## src/rtl/fir_ctrl.sv

```systemverilog
// fir_ctrl: sequences weight reload, sample shift, 4-cycle filter run and result handoff for an external FIR core.
// Optional WAIT watchdog is built when FIR_CTRL_TIMEOUT_EN is defined; otherwise err is tied low.
module fir_ctrl #(
   parameter int unsigned NTAPS = 16,
   parameter int unsigned TMO   = 32
) (
   input  logic        clk,
   input  logic        rst,
   input  logic        cfg_start,
   input  logic        cfg_valid,
   input  logic [15:0] cfg_data,
   output logic        cfg_ready,
   input  logic        s_valid,
   input  logic [15:0] s_data,
   output logic        s_ready,
   output logic        res_valid,
   output logic [15:0] res_data,
   input  logic        res_ready,
   output logic        fir_wind,
   output logic        fir_load,
   output logic        fir_in_valid,
   output logic [15:0] fir_data,
   input  logic        fir_out_valid,
   input  logic [15:0] fir_out,
   output logic        err
);

   localparam int unsigned CW = $clog2(NTAPS + 1);
   localparam logic [CW-1:0] LAST_W = CW'(NTAPS - 1);
   localparam logic [CW-1:0] FULL   = CW'(NTAPS);

   if (NTAPS < 2 || TMO < 1) begin : g_param_chk
      $error("fir_ctrl: NTAPS must be >= 2 and TMO >= 1");
   end

   typedef enum logic [2:0] {IDLE, WLOAD, READY, SHIFT, RUN, WAIT, OUT} state_t;

   state_t        state_q, state_d;
   logic [CW-1:0] wcnt_q, wcnt_d;
   logic [CW-1:0] prime_q, prime_d;
   logic [1:0]    run_q, run_d;
   logic          fir_wind_q, fir_wind_d;
   logic [15:0]   fir_data_q, fir_data_d;
   logic [15:0]   res_data_q, res_data_d;

`ifdef FIR_CTRL_TIMEOUT_EN
   localparam int unsigned TW = $clog2(TMO + 1);
   localparam logic [TW-1:0] TMO_LAST = TW'(TMO - 1);
   logic [TW-1:0] tmo_q, tmo_d;
   logic          err_q, err_d;
   assign err = err_q;
`else
   assign err = 1'b0;
`endif

   // cfg_start has priority in READY, so a coincident sample is not accepted
   assign cfg_ready    = (state_q == WLOAD);
   assign s_ready      = (state_q == READY) && !cfg_start;
   assign fir_load     = (state_q == SHIFT);
   assign fir_in_valid = (state_q == RUN);
   assign res_valid    = (state_q == OUT);
   assign fir_wind     = fir_wind_q;
   assign fir_data     = fir_data_q;
   assign res_data     = res_data_q;

   always_comb begin
      state_d    = state_q;
      wcnt_d     = wcnt_q;
      prime_d    = prime_q;
      run_d      = run_q;
      fir_wind_d = 1'b0;
      fir_data_d = fir_data_q;
      res_data_d = res_data_q;
`ifdef FIR_CTRL_TIMEOUT_EN
      tmo_d      = '0;
      err_d      = err_q;
`endif
      case (state_q)
         IDLE: begin
            if (cfg_start) begin
               state_d = WLOAD;
               wcnt_d  = '0;
               prime_d = '0;
            end
         end
         WLOAD: begin
            if (cfg_valid) begin
               fir_wind_d = 1'b1;
               fir_data_d = cfg_data;
               if (wcnt_q == LAST_W) begin
                  wcnt_d  = '0;
                  state_d = READY;
               end else begin
                  wcnt_d = wcnt_q + 1'b1;
               end
            end
         end
         READY: begin
            if (cfg_start) begin
               state_d = WLOAD;
               wcnt_d  = '0;
               prime_d = '0;
            end else if (s_valid) begin
               fir_data_d = s_data;
               state_d    = SHIFT;
            end
         end
         SHIFT: begin
            if (prime_q != FULL) prime_d = prime_q + 1'b1;
            run_d   = '0;
            state_d = RUN;
         end
         RUN: begin
            run_d = run_q + 2'd1;
            if (run_q == 2'd3) state_d = WAIT;
         end
         WAIT: begin
            if (fir_out_valid) begin
               if (prime_q == FULL) begin
                  res_data_d = fir_out;
                  state_d    = OUT;
               end else begin
                  state_d = READY;
               end
            end
`ifdef FIR_CTRL_TIMEOUT_EN
            else if (tmo_q == TMO_LAST) begin
               err_d   = 1'b1;
               state_d = READY;
            end else begin
               tmo_d = tmo_q + 1'b1;
            end
`endif
         end
         OUT: begin
            if (res_ready) state_d = READY;
         end
         default: state_d = IDLE;
      endcase
   end

   always_ff @(posedge clk or posedge rst) begin
      if (rst) begin
         state_q    <= IDLE;
         wcnt_q     <= '0;
         prime_q    <= '0;
         run_q      <= '0;
         fir_wind_q <= 1'b0;
         fir_data_q <= '0;
         res_data_q <= '0;
      end else begin
         state_q    <= state_d;
         wcnt_q     <= wcnt_d;
         prime_q    <= prime_d;
         run_q      <= run_d;
         fir_wind_q <= fir_wind_d;
         fir_data_q <= fir_data_d;
         res_data_q <= res_data_d;
      end
   end

`ifdef FIR_CTRL_TIMEOUT_EN
   always_ff @(posedge clk or posedge rst) begin
      if (rst) begin
         tmo_q <= '0;
         err_q <= 1'b0;
      end else begin
         tmo_q <= tmo_d;
         err_q <= err_d;
      end
   end
`endif

endmodule

```

## config.mk

```make
export PLATFORM = sky130hd
export DESIGN_NAME = fir_ctrl
export DESIGN_NICKNAME = d
export VERILOG_FILES = /design/src/rtl/fir_ctrl.sv
export SDC_FILE = /design/constraint.sdc
export NUM_CORES = 1
export LEC_CHECK = 0
export CAP_MARGIN = 15
export CORE_ASPECT_RATIO = 1.25
export CORE_MARGIN = 2
export CORE_UTILIZATION = 35
export DETAILED_ROUTE_END_ITERATION = 10
export GPL_TIMING_DRIVEN = 0
export PLACE_DENSITY_LB_ADDON = 0.05
export SETUP_SLACK_MARGIN = 0.3
export SYNTH_ARGS = -nofsm -noshare
export SYNTH_HDL_FRONTEND = slang
export SYNTH_SLANG_ARGS = --single-unit
```

## constraint.sdc

```tcl
create_clock -name clk -period 2.3 [get_ports clk]
set_clock_uncertainty 0.05 [all_clocks]
set_input_delay 0.46 -clock clk [delete_from_list [all_inputs] [get_ports clk]]
set_output_delay 0.46 -clock clk [all_outputs]
set_load 0.05 [all_outputs]
```

==> results of run 1 <==
==> per-layer routing <==
| layer | vias up | global-route usage |
|---|---|---|
| met5 | - | 0 |
| met4 | 0 | 0.0491 |
| met3 | 7 | 0.0310 |
| met2 | 61 | 0.251 |
| met1 | 856 | 0.198 |
| li1 | 907 | - |
==> per-stage QoR <==
stage	area [sq um]	cells	hold WS, ns
after floorplan	2380	189	0.398
after global placement	3410	368	0.417
after detailed placement	3430	369	0.419
after CTS	3660	388	0.395
after global routing	3740	390	0.414
final	3740	390	0.393
==> cell families (layout without fill, tap and decap cells) <==
family,Yosys count,count (layout)
multiplexers,48,48
other,1,1
adder cells (fa/ha/maj),4,4
AND/OR/NAND/NOR,44,44
flip-flops,48,48
AO/OA/AOI/OAI,24,24
buffers and inverters,20,134
==> power by group through the flow <==
stage               logic, mW  registers, mW  clock network, mW
floorplan               0.823           2.01                  0
CTS                      2.41           1.27              0.626
global placement         2.26           1.29                  0
finish                   2.41           1.27              0.602
global route             2.55           1.31              0.658
detailed placement       2.27           1.29                  0
==> repair_timing <==
action	CTS	global route
pin swaps	5	1
setup buffers	11	2
resized for setup	43	28
endpoints found under the setup margin	27	36
gates cloned	0	0
==> sequential cells by signal, indices dropped and copies added (netlist names) <==
register and flops:
fir_data 16, res_data 16, prime_q 5, wcnt_q 5
state_q 3, run_q 2, fir_wind 1
==> placed cells by master (no fill, tap or decap), types with 3 or more instances in the layout <==
cell type        count
dfrtp_1             48
nor2_1               4
clkdlybuf4s50_1     61
buf_4               19
buf_6                4
o21ai_0              7
nand3_1             10
nand3b_1             4
o31ai_1              3
clkbuf_8             5
ha_1                 4
nand2_1              7
inv_1                8
dlymetal6s2s_1      24
nand2b_1             3
mux2_2              48
==> final timing paths <==
path | cells past startpoint | endpoint | startpoint | slack, ns
setup / recovery | 4 | fir_in_valid | state_q[1] | 0.27
hold / removal | 2 | res_data[13] | rst | 0.39
setup reg to reg | 7 | fir_data[13] | state_q[0] | 0.33
hold reg to reg | 1 | wcnt_q[4] | wcnt_q[4] | 0.44
max in group asynchronous | 3 | prime_q[3] | rst | 1.31
min in group clk | 1 | wcnt_q[4] | wcnt_q[4] | 0.44
==> final cells by class <==
cell class	instances	area (sq um)	share of cell area
inverters	10	41.3	0.0110
repair buffers	106	1110	0.296
multi-input cells	121	1090	0.291
well taps	87	109	0.0291
plain buffers	10	88.8	0.0237
clock inverters	2	35.0	0.00936
clock buffers	6	72.6	0.0194
flip-flops and latches	48	1200	0.321
==> run metrics, run 1 <==
count of cell types in the netlist 40; clock share of power 0.141; area of the die around 0.0075 sq mm; Die Ht ~96 microns; cell internal power dissipation between 2 and 2.5 mW; Routed Antenna Nets 0; relative slew slack 0.642; start-to-end type of the worst setup path flop to output port; fraction of the mapped netlist area in compound gates 0.0691; fill cell count 551; number of nets in the finished design 361; share of the yosys chip area belonging to registers 0.506; Post-Synth Adder-Cell Area 0.0211; Largest delay share family, worst path simple AND/OR/NAND/NOR gates; net switching component of the power between 1.5 and 2 mW; drt via density about 4.7; Critical Path Sink Type output port; number of failing hold endpoints at the final stage 0; Starting Density 0.361; largest family of logic cells by synthesized area multiplexers; CP cell instances buf_4, or3b_4, clkinvlp_4, buf_8; initial detailed-routing violation count between 60 and 70; dominant register cell in the synthesized netlist dfrtp_1; slew at the pin closest to its max-slew limit about 0.54 ns; average footprint of a synthesized cell roughly 13 sq um; overall overflow remaining after global route 0; count of boundary I/O pins between 90 and 100; biggest fanout along the worst timing path 10; mean routed wirelength per cell roughly 14 microns; highest ir drop seen on vdd approximately 500 uV; largest cells by area after synthesis dfrtp_1 51%, mux2_2 23%, ha_1 2.1%, nand3_1 2.1%, inv_1 1.6%; Static Leak just under 2 nW; class of the tightest hold or removal check input pin to async pin; number of placement rows 33; most numerous cell types in the synthesized netlist 48 x dfrtp_1, 48 x mux2_2, 10 x inv_1, 10 x nand3_1; CTS HTree Levels 2; syn_nets about 250; insertion delay to the later sink of the worst-skew pair 0.30 ns; clock root buffer clkbuf_8; Final Slew Violations 0; clock-pin slew on the worst setup and hold paths roughly 0.090 ns; cell accounting for the most synthesized area dfrtp_1; Critical Path RT approximately 1.8 ns; switching power share of the total 0.428; Mapped Cells roughly 190; Crit path arrival time 1.52 ns; Setup Viol. Count Final 0; peak per-stage delay on the critical path between 0.4 and 0.5 ns; weighted congestion reported at the end of routability-driven placement 0.808; number of flops mapped to enable cells by yosys 0; TritonCTS clock tree yes; total power draw roughly 4.3 mW; crit path launch type flop; Max Cap Viol 0; Area growth, synth to finish 57.8%; wl on met1 2400 microns; mux share of post-synthesis cell area 0.228; pre-CTS WS -0.388 ns; proportion of register bits with asynchronous set or reset after synthesis 1.00; number of CTS-inserted buffers 5; total via count in the routed design ~1800; Bufs and invs on worst path 3; top-area cell type share of the netlist area 0.506; antenna violations before repair 0; time the final worst path needs with I/O delays and setup approximately 2.0 ns; uppermost layer routed met4; placed wire-length estimate between 4000 and 5000 microns; number of remaining DRC errors 0; Power Density ~1100 mW/mm^2; number of hold-repair buffers added at the cts stage 0; setup repair after global routing missed its margin yes; number of warnings reported in the yosys synthesis log 0; # clock sinks 48; met2 layer wire length in the routed design around 2800 microns; length of the first detailed-routing pass in iterations 4; post-synthesis instance area about 0.0024 sq mm; Final Routed Wirelength about 5600 microns; Total Negative Setup Slacks 0 ns; part of the total power dissipated in combinational logic 0.563; GRT Util Overall 0.151; met3 routed WL about 320 microns; Synth Area in XOR/XNOR 0; first-pass GRT wire length 8890 microns; fraction of final layout cells sized beyond drive strength 1 0.317; min setup slack post-route roughly 0.27 ns; Max Clk Rate 491 MHz; horizontal extent of the die 77.6 microns; simple-gate portion of the synthesized area 0.131; result of the run completed; synthesis-stage register bit count between 40 and 50; number of global-route vias before repair roughly 1800; PortBufs 92; maximum number of pins on one net before global-route repair 35; clock tree buffer depth 2; number of diodes 0; utilization after layout 0.570; Core ar. 0.00657 sq mm; Crit-path slowest cell or3b_4; Final Cycle Share 0.885; part of the total power dissipated in sequential elements 0.296
No activity file was read; power rests on OpenSTA's default activity.
==> inputs of run 2 (changes only) <==
- CTS_CLUSTER_SIZE: default -> 12
- SKIP_LAST_GASP: default -> 1
==> results of run 2 <==
Same layout as run 1: the final DEF is identical, and so are final timing and power.
==> inputs of run 3 (changes only) <==
- DONT_BUFFER_PORTS: default -> 1
==> run 3 against run 2 <==
  * Design area decreased by 25%
  * Maximum frequency shrank 0.94%
  * Setup slack got worse by 0.019 ns
  * Worst hold slack lost 0.13 ns
  * First-iteration DRC count down 34%
  * Critical path depth unchanged
  * Register-to-register slack improved by 0.04 ns
  * Die area did not move
  * Critical path type unchanged
==> run metrics, run 3 (same netlist as run 1, synthesis figures left out) <==
result of the run completed; Bufs and invs on worst path 2 (-1); number of global-route vias before repair 1638 (-10%); overall overflow remaining after global route 0 (unchanged); met1 Use GR 0.146 (-0.0525); Total Negative Setup Slacks 0 ns (unchanged); total via count in the routed design 1585 (-13%); crit path launch type flop; weighted congestion reported at the end of routability-driven placement 0.761 (-5.8%); mean routed wirelength per cell 16.7 microns (+18%); final instance area 0.00279 sq mm (-25%); highest ir drop seen on vdd 578 uV (+13%); length of the first detailed-routing pass in iterations 4 (unchanged); drt via density 5.28 (+13%); commonest cells after routing, fill and taps aside 48 x mux2_2, 47 x dfrtp_1, 17 x buf_4; CTS HTree Levels 2 (unchanged); time the final worst path needs with I/O delays and setup 2.05 ns (+0.0193 ns); slew at the pin closest to its max-slew limit 0.535 ns (-0.00160 ns); Max Cap Viol 0 (unchanged); total power draw 3.72 mW (-13%); antenna violations before repair 0 (unchanged); GRT Util Overall 0.135 (-0.0163); global routing met2 resource utilization 0.241 (-0.0101); Setup Viol. Count Final 0 (unchanged); clock tree buffer depth 2 (unchanged); number of failing hold endpoints at the final stage 0 (unchanged); total cell area at the placement stage 0.00251 sq mm (-27%); Final Cycle Share 0.893 (+0.00841); PortBufs 0 (-100%); TritonCTS clock tree yes; class of the tightest hold or removal check input pin to flop; clock-pin slew on the worst setup and hold paths 0.09 ns (about the same); horizontal extent of the die 77.6 microns (unchanged); area of the die 0.00746 sq mm (unchanged); Final Routed Wirelength 5020 microns (-9.5%); Starting Density 0.361 (unchanged); fill cell count 614 (+11%); Area growth, synth to finish 17.7%; # clock sinks 48 (unchanged); Largest delay share family, worst path simple AND/OR/NAND/NOR gates; clock root buffer clkbuf_8; Crit-path slowest cell nor3_4; leading cell type in the layout, fill and taps excluded mux2_2; maximum number of pins on one net before global-route repair 30 (-14%); fraction of final layout cells sized beyond drive strength 1 0.451 (+0.134); Power Density 1330 mW/mm^2 (+17%); Static Leak 1.21 nW (-37%); flop-to-flop setup slack 0.37 ns (+0.04 ns); number of remaining DRC errors 0 (unchanged); Final Slew Violations 0 (unchanged); number of diodes 0 (unchanged); number of CTS-inserted buffers 5 (unchanged); Core ar. 0.00657 sq mm (unchanged); Critical Path Sink Type output port; Critical Path RT 1.79 ns (about the same); Most Crowded Layer GR met2; setup repair after global routing missed its margin yes; met3 routing resource usage after global routing 0.0413 (+0.0103); Crit path arrival time 1.54 ns (+0.02 ns); initial detailed-routing violation count 43 (-34%); number of nets in the finished design 271 (-25%); insertion delay to the later sink of the worst-skew pair 0.30 ns (about the same); biggest fanout along the worst timing path 5 (-5); CP cell instances buf_6, buf_8, nand2b_4, nor3_4; first-pass GRT wire length 7700 microns (-13%); number of placement rows 33 (unchanged); Die Ht 96.0 microns (unchanged); peak per-stage delay on the critical path 0.47 ns (+0.05 ns); placed wire-length estimate 3780 microns (-5.5%); relative slew slack 0.642 (about the same); count of boundary I/O pins 94 (unchanged); Max Clk Rate 487 MHz (-0.94%); start-to-end type of the worst setup path flop to output port; Routed Antenna Nets 0 (unchanged)
[run 3: changes by cell type in the layout (fill, tap and decap cells not counted), sizes merged, moves of 2 or more]
cell	change
clkdlybuf4s50	-61
dlymetal6s2s	-24
buf	-4
clkinvlp	+2
dlygate4sd2	-2
[run 3: final timing paths]
path                        startpoint            to  depth (start not counted)
max                         state_q[0]       s_ready                          4
min                        fir_out[10]  res_data[10]                          1
max reg2reg                 state_q[0]  fir_data[14]                          7
min reg2reg                  wcnt_q[4]     wcnt_q[4]                          1
max in group asynchronous          rst    state_q[1]                          3
min in group asynchronous          rst  res_data[12]                          2
[run 3: final cells by class]
class                           instances  area, sq um  area share
Sequential cell                        48         1200       0.431
Multi-Input combinational cell        121         1110       0.396
Timing Repair Buffer                   16          151      0.0542
Tap cell                               87          109      0.0390
Clock buffer                            7         86.3      0.0309
Buffer                                 10         85.1      0.0305
Inverter                               10         45.0      0.0161
Clock inverter                          1         7.51     0.00269
[run 3: metrics by stage]
stage,setup WS (ns),hold slack [ns],cells,utilization
2_1_floorplan,0.296,0.398,189,-
3_3_place_gp,0.114,0.414,276,0.380
3_5_place_dp,0.114,0.322,277,0.383
4_1_cts,0.187,0.247,299,0.421
5_1_grt,0.183,0.241,300,0.425
6_report,0.246,0.259,300,0.425
[run 3: power by group]
part / internal, mW / switching [mW] / total (mW)
clock: 0.245 / 0.276 / 0.521
combinational: 0.569 / 0.585 / 1.15
sequential: 1.11 / 0.930 / 2.04
[run 3: worst register-to-register path: stages (launching register included)]
cell and delay (ns):
dfrtp_1 0.35, buf_6 0.12, buf_12 0.10, buf_4 0.11
nand3b_1 0.08, a21oi_2 0.39, buf_4 0.27, mux2_2 0.35
[run 3: metal layers]
| metal | vias up | wire [microns] |
|---|---|---|
| li1 | 721 | - |
| met1 | 801 | 1840 |
| met2 | 57 | 2790 |
| met3 | 6 | 314 |
| met4 | 0 | 72 |
| met5 | - | 0 |
[run 3: what timing repair did]
| item | CTS | global route |
|---|---|---|
| pin swaps | 6 | 3 |
| gates resized for setup | 16 | 3 |
| buffers inserted | 13 | 1 |
| hold buffers | 1 | 0 |
| hold endpoints to repair | 19 | 0 |
| gates cloned | 0 | 0 |
| endpoints found under the setup margin | 29 | 14 |
